[config.mk]
export PLATFORM = sky130hd
export DESIGN_NAME = seq_shifter_flat
export DESIGN_NICKNAME = d
export VERILOG_FILES = /design/src/rtl/seq_shifter_if.sv /design/src/rtl/seq_shifter.sv /design/src/flat_wrapper.sv
export SDC_FILE = /design/constraint.sdc
export NUM_CORES = 1
export LEC_CHECK = 0
export ABC_AREA = 1
export CORE_UTILIZATION = 28
export CTS_CLUSTER_DIAMETER = 100
export DETAILED_ROUTE_END_ITERATION = 12
export SLEW_MARGIN = 30
export SYNTH_ARGS = -nofsm -noshare
export SYNTH_HDL_FRONTEND = slang
export SYNTH_SLANG_ARGS = --single-unit
[constraint.sdc]
create_clock -name clk -period 1.4 [get_ports clk]
set_clock_uncertainty 0.05 [all_clocks]
set_input_delay 0.21 -clock clk [delete_from_list [all_inputs] [get_ports clk]]
set_output_delay 0.21 -clock clk [all_outputs]
set_load 0.005 [all_outputs]
[src/rtl/seq_shifter_if.sv]
`default_nettype none
// ============================================================================
// Module      : seq_shifter_if
// Description : Controller-side bus of the sequential shift/rotate unit.
// Revision    : 1.0 - initial release
// ============================================================================
interface seq_shifter_if #(
    parameter int WIDTH = 16,
    parameter int CNT_W = 5
);
    logic             ld;
    logic             ldc;
    logic [WIDTH-1:0] d;
    logic             cin;
    logic             start;
    logic [2:0]       op;
    logic [CNT_W-1:0] amt;
    logic [WIDTH-1:0] q;
    logic             cn;
    logic             busy;
    logic             done;
    logic [3:0]       flag;

    modport master (
        output ld, ldc, d, cin, start, op, amt,
        input  q, cn, busy, done, flag
    );

    modport slave (
        input  ld, ldc, d, cin, start, op, amt,
        output q, cn, busy, done, flag
    );
endinterface
`default_nettype wire

[src/rtl/seq_shifter.sv]
`default_nettype none
// ============================================================================
// Module      : seq_shifter
// Description : Multi-cycle shift/rotate unit with carry and status flags.
//               Define SEQ_SHIFTER_BARREL_EN for a single-cycle barrel datapath.
// Revision    : 1.0 - initial release
// ============================================================================
module seq_shifter #(
    parameter int WIDTH = 16,
    parameter int CNT_W = 5
) (
    input  wire logic    clk,
    input  wire logic    rst,
    seq_shifter_if.slave bus
);
    localparam logic [1:0] c_IDLE  = 2'd0;
    localparam logic [1:0] c_SHIFT = 2'd1;
    localparam logic [1:0] c_DONE  = 2'd2;

    localparam logic [2:0] c_ROL = 3'b000;
    localparam logic [2:0] c_RCL = 3'b001;
    localparam logic [2:0] c_ROR = 3'b010;
    localparam logic [2:0] c_RCR = 3'b011;
    localparam logic [2:0] c_SHL = 3'b100;
    localparam logic [2:0] c_SHR = 3'b101;
    localparam logic [2:0] c_SAR = 3'b110;
    localparam logic [2:0] c_NOP = 3'b111;

    localparam logic [CNT_W-1:0] c_CNT_ONE = {{(CNT_W-1){1'b0}}, 1'b1};

    logic [1:0]       r_state;
    logic [1:0]       w_next_state;
    logic [WIDTH-1:0] r_q;
    logic             r_cn;
    logic [2:0]       r_op;
    logic [CNT_W-1:0] r_cnt;
    logic [WIDTH-1:0] w_next_q;
    logic             w_next_cn;
    logic             w_accept;

    // Any load in IDLE swallows a coincident start.
    assign w_accept = bus.start && !bus.ld && !bus.ldc;

`ifdef SEQ_SHIFTER_BARREL_EN
    int                 w_rot_k;
    int                 w_rc_k;
    logic [WIDTH:0]     w_cq;
    logic [WIDTH:0]     w_tmp;
    logic signed [WIDTH:0] w_sar;

    // Full amt-position result; rotates reduce modulo their period.
    always_comb begin
        w_rot_k   = int'(r_cnt) % WIDTH;
        w_rc_k    = int'(r_cnt) % (WIDTH + 1);
        w_cq      = {r_cn, r_q};
        w_tmp     = '0;
        w_sar     = '0;
        w_next_q  = r_q;
        w_next_cn = r_cn;
        case (r_op)
            c_ROL: begin
                w_next_q  = (r_q << w_rot_k) | (r_q >> (WIDTH - w_rot_k));
                w_next_cn = w_next_q[0];
            end
            c_ROR: begin
                w_next_q  = (r_q >> w_rot_k) | (r_q << (WIDTH - w_rot_k));
                w_next_cn = w_next_q[WIDTH-1];
            end
            c_RCL: begin
                w_tmp = (w_cq << w_rc_k) | (w_cq >> (WIDTH + 1 - w_rc_k));
                {w_next_cn, w_next_q} = w_tmp;
            end
            c_RCR: begin
                w_tmp = (w_cq >> w_rc_k) | (w_cq << (WIDTH + 1 - w_rc_k));
                {w_next_cn, w_next_q} = w_tmp;
            end
            c_SHL: begin
                w_tmp = {1'b0, r_q} << r_cnt;
                {w_next_cn, w_next_q} = w_tmp;
            end
            c_SHR: begin
                w_tmp = {r_q, 1'b0} >> r_cnt;
                {w_next_q, w_next_cn} = w_tmp;
            end
            c_SAR: begin
                w_sar = $signed({r_q, 1'b0}) >>> r_cnt;
                {w_next_q, w_next_cn} = w_sar;
            end
            default: ;
        endcase
    end
`else
    always_comb begin
        w_next_q  = r_q;
        w_next_cn = r_cn;
        case (r_op)
            c_ROL: begin
                w_next_q  = {r_q[WIDTH-2:0], r_q[WIDTH-1]};
                w_next_cn = r_q[WIDTH-1];
            end
            c_RCL: {w_next_cn, w_next_q} = {r_q, r_cn};
            c_ROR: begin
                w_next_q  = {r_q[0], r_q[WIDTH-1:1]};
                w_next_cn = r_q[0];
            end
            c_RCR: {w_next_q, w_next_cn} = {r_cn, r_q};
            c_SHL: {w_next_cn, w_next_q} = {r_q, 1'b0};
            c_SHR: {w_next_q, w_next_cn} = {1'b0, r_q};
            c_SAR: {w_next_q, w_next_cn} = {r_q[WIDTH-1], r_q};
            default: ;
        endcase
    end
`endif

    always_ff @(posedge clk or posedge rst) begin
        if (rst) begin
            r_state <= c_IDLE;
        end else begin
            r_state <= w_next_state;
        end
    end

    always_comb begin
        w_next_state = r_state;
        case (r_state)
            c_IDLE: begin
                if (w_accept) begin
                    if (bus.op == c_NOP || bus.amt == '0) begin
                        w_next_state = c_DONE;
                    end else begin
                        w_next_state = c_SHIFT;
                    end
                end
            end
`ifdef SEQ_SHIFTER_BARREL_EN
            c_SHIFT: w_next_state = c_DONE;
`else
            c_SHIFT: begin
                if (r_cnt == c_CNT_ONE) begin
                    w_next_state = c_DONE;
                end
            end
`endif
            c_DONE:  w_next_state = c_IDLE;
            default: w_next_state = c_IDLE;
        endcase
    end

    always_comb begin
        bus.busy = (r_state == c_SHIFT);
        bus.done = (r_state == c_DONE);
    end

    always_ff @(posedge clk or posedge rst) begin
        if (rst) begin
            r_q   <= '0;
            r_cn  <= 1'b0;
            r_op  <= c_ROL;
            r_cnt <= '0;
        end else begin
            case (r_state)
                c_IDLE: begin
                    if (bus.ld) begin
                        r_q <= bus.d;
                    end
                    if (bus.ldc) begin
                        r_cn <= bus.cin;
                    end
                    if (w_accept) begin
                        r_op  <= bus.op;
                        r_cnt <= bus.amt;
                    end
                end
                c_SHIFT: begin
                    r_q   <= w_next_q;
                    r_cn  <= w_next_cn;
                    r_cnt <= r_cnt - c_CNT_ONE;
                end
                default: ;
            endcase
        end
    end

    assign bus.q    = r_q;
    assign bus.cn   = r_cn;
    assign bus.flag = {^r_q, r_q[WIDTH-1], (r_q == '0), r_cn};
endmodule
`default_nettype wire

[src/flat_wrapper.sv]
// flat-port wrapper written by rule: the top's interface ports become plain ports
module seq_shifter_flat 
#(
    parameter int WIDTH = 16,
    parameter int CNT_W = 5
)
  (clk, rst, bus_ld, bus_ldc, bus_d, bus_cin, bus_start, bus_op, bus_amt, bus_q, bus_cn, bus_busy, bus_done, bus_flag);
  seq_shifter_if #(.WIDTH(WIDTH), .CNT_W(CNT_W)) bus_i ();
  input  wire logic clk;
  input  wire logic rst;
  input wire logic [$bits(bus_i.ld)-1:0] bus_ld;
  input wire logic [$bits(bus_i.ldc)-1:0] bus_ldc;
  input wire logic [$bits(bus_i.d)-1:0] bus_d;
  input wire logic [$bits(bus_i.cin)-1:0] bus_cin;
  input wire logic [$bits(bus_i.start)-1:0] bus_start;
  input wire logic [$bits(bus_i.op)-1:0] bus_op;
  input wire logic [$bits(bus_i.amt)-1:0] bus_amt;
  output wire logic [$bits(bus_i.q)-1:0] bus_q;
  output wire logic [$bits(bus_i.cn)-1:0] bus_cn;
  output wire logic [$bits(bus_i.busy)-1:0] bus_busy;
  output wire logic [$bits(bus_i.done)-1:0] bus_done;
  output wire logic [$bits(bus_i.flag)-1:0] bus_flag;
  assign bus_i.ld = bus_ld;
  assign bus_i.ldc = bus_ldc;
  assign bus_i.d = bus_d;
  assign bus_i.cin = bus_cin;
  assign bus_i.start = bus_start;
  assign bus_i.op = bus_op;
  assign bus_i.amt = bus_amt;
  assign bus_q = bus_i.q;
  assign bus_cn = bus_i.cn;
  assign bus_busy = bus_i.busy;
  assign bus_done = bus_i.done;
  assign bus_flag = bus_i.flag;
  seq_shifter #(.WIDTH(WIDTH), .CNT_W(CNT_W)) u_core (.clk(clk), .rst(rst), .bus(bus_i));
endmodule
==> metrics.txt <==
count of final max-slew check failures 0; Post-Synth XOR/XNOR Area 3.80%; final setup margin -0.469 ns; Tot GR Track Use 15.2%; RR Endpoint u_core.bus.cn; crit path launch type flop; # diodes 0; nets 431; Tcrit/Tclk final 134%; Hold Crit Class in -> async; placer congestion estimate 0.778; Vias 2169; Clock Path Buffers 2; CP endpoint kind output port; Die W 88.1 µm; commonest non-fill, non-tap cell in the layout buf_4; die height 88.1 µm; row cnt 31; CTS tree yes; drt total wl 6080 µm; port bufs 52; initial antenna violation count 0; main combinational cell family by area after synthesis simple AND/OR/NAND/NOR gates; Worst R2R Start u_core.r_state[0]; cell count after synthesis 267; P&R area growth vs syn 79.1%; Slew headroom 82.5%; Final ANT Viol Nets 0; drt first pass iters 4; RSZ-0062 raised after global routing yes; multiplexer area fraction after synthesis 0%; Avg Vias per Cell 4.44; first-pass GRT wire length 9290 µm; synthesis warning total 0; failing checks negative setup slack; starting density of the core 28.7%; Worst VDD drop 1.17 mV; status finished with violations; share of cells above drive strength 1 50.3%; largest net degree at the start of global routing 28; Distinct cells, synth 33; Reg2Reg Setup Slack -0.20 ns; # DRC 0; crit path max fanout 2; routed wire length per instance 12.4 µm; crit path time final 1.87 ns; Synthesized Nets 307; clock sinks 27; core area 7210 µm²; #FFs+latches synth 27; Min Hold Slack 0.205 ns; Critical Path RT 1.14 ns; Final Hold Viols 0; cell area power density 2880 nW/µm²; Root Buffer clkbuf_8; H-tree levels 1; r2r worst-path depth 10; IO Pins 53; Worst-Skew Late Latency 0.27 ns; DP Wirelength 4160 µm; CTS clk-pin slew, worst paths 0.10 ns; leakage 1.69 nW; actual slew at the worst max-slew pin 0.262 ns; simple-gate share of the synthesized area 25.0%; post-synthesis sequential area ratio 32.6%; Tot Pwr 10.7 mW; global route overflow 0; MaxCap Viol Count 0; vias in the first global route 2073; CP Class reg -> out; count of final setup violators 26; Die ar. 7750 µm²; compound-gate portion of the synthesized area 19.3%; cell area after synthesis 2070 µm²; hold buffer count at cts 0; syn avg cell area 7.76 µm²; Post-Synth Adder-Cell Area 6.04%; total CTS buffers 3; most frequent cells in the layout 57 x buf_4, 42 x nand2_1, 29 x clkdlybuf4s50_1; Fillers 687; Max Clk Rate 535 MHz; Critical Path AT 1.61 ns; Initial DRC Count 108
-- registers in the layout, summed over array words and instances (netlist names) --
register	cells
u_core.bus.cn	1
u_core.bus.q	16
u_core.r_cnt	5
u_core.r_op	3
u_core.r_state	2
-- logic make-up (layout without fill, tap and decap cells) --
kind of cell / after synthesis / count (layout)
compound gates: 51 / 51
xor+xnor: 9 / 9
fa+ha+maj: 10 / 10
buf+inv: 52 / 175
flops: 27 / 27
simple gates: 118 / 118
-- area by class of cell --
class	instances	area, µm²	share of cell area, %
flip-flops and latches	27	678	18.3
inverters	38	158	4.25
multi-input cells	188	1490	40.0
clock buffers	3	41.3	1.11
repair buffers	133	1220	32.8
clock inverters	1	7.51	0.202
well taps	99	124	3.34
-- worst max-delay path by stage --
stage | from | cells past startpoint | slack, ns | end
2_1_floorplan | u_core.bus.q[8] | 5 | -0.03 | bus_flag[3]
5_1_grt | u_core.bus.q[6] | 6 | -0.53 | bus_flag[3]
3_5_place_dp | u_core.bus.q[4] | 6 | -0.56 | bus_flag[3]
3_3_place_gp | u_core.bus.q[1] | 6 | -0.55 | bus_flag[3]
4_1_cts | u_core.bus.q[4] | 6 | -0.49 | bus_flag[3]
6_report | u_core.bus.q[6] | 6 | -0.47 | bus_flag[3]
-- metrics by stage --
| stage | util (%) | setup TNS [ns] | instances | setup slack, ns | instance area, µm² |
|---|---|---|---|---|---|
| 3_3_place_gp | 43.3 | -3.82 | 455 | -0.553 | 3130 |
| 5_1_grt | 51.5 | -5.26 | 489 | -0.534 | 3710 |
| 4_1_cts | 48.3 | -2.69 | 481 | -0.486 | 3490 |
| 3_5_place_dp | 43.3 | -3.71 | 455 | -0.559 | 3130 |
| 2_1_floorplan | - | -0.0259 | 267 | -0.0259 | 2180 |
| 6_report | 51.5 | -3.50 | 489 | -0.469 | 3710 |
-- per-layer routing --
layer  track usage [%]  part of all wire [%]
met1              19.6                    44
met5                 0                     0
met2              27.8                    53
met3              1.51                   2.2
met4              2.64                  0.87
-- Yosys cell counts (all sizes together) --
master / count / area, µm²
o211ai: 15 / 183
ha: 10 / 125
nand4: 5 / 31.3
buf: 14 / 131
nand3: 16 / 90.1
a31oi: 1 / 6.26
o21ai: 23 / 115
nor2b: 1 / 6.26
nor3: 1 / 10.0
clkinv: 2 / 7.51
nand2: 49 / 199
o21bai: 1 / 7.51
or2: 1 / 6.26
nor2: 45 / 176
a211oi: 1 / 12.5
a21oi: 9 / 60.1
xnor2: 6 / 52.6
xor2: 3 / 26.3
o311ai: 1 / 16.3
dfrtp: 27 / 676
inv: 36 / 135
-- power by group --
group	internal [mW]	leakage (nW)	switching, mW
logic	4.58	1.35	4.13
clock network	0.202	0.0217	0.263
registers	1.20	0.318	0.326
-- critical path: stages, from the launching register on --
cell and delay (ns):
dfrtp_1 0.41, inv_2 0.09, ha_4 0.21, xnor2_2 0.13, xnor2_1 0.20, xnor2_1 0.15
buf_2 0.14
-- repair_timing --
action | 4_1_cts | 5_1_grt
gates cloned | 1 | 0
gates resized for setup | 97 | 56
buffers inserted | 21 | 11
pin swaps | 13 | 19
endpoints found under the setup margin | 35 | 36
Note: power is estimated with default switching activity, not from simulation.
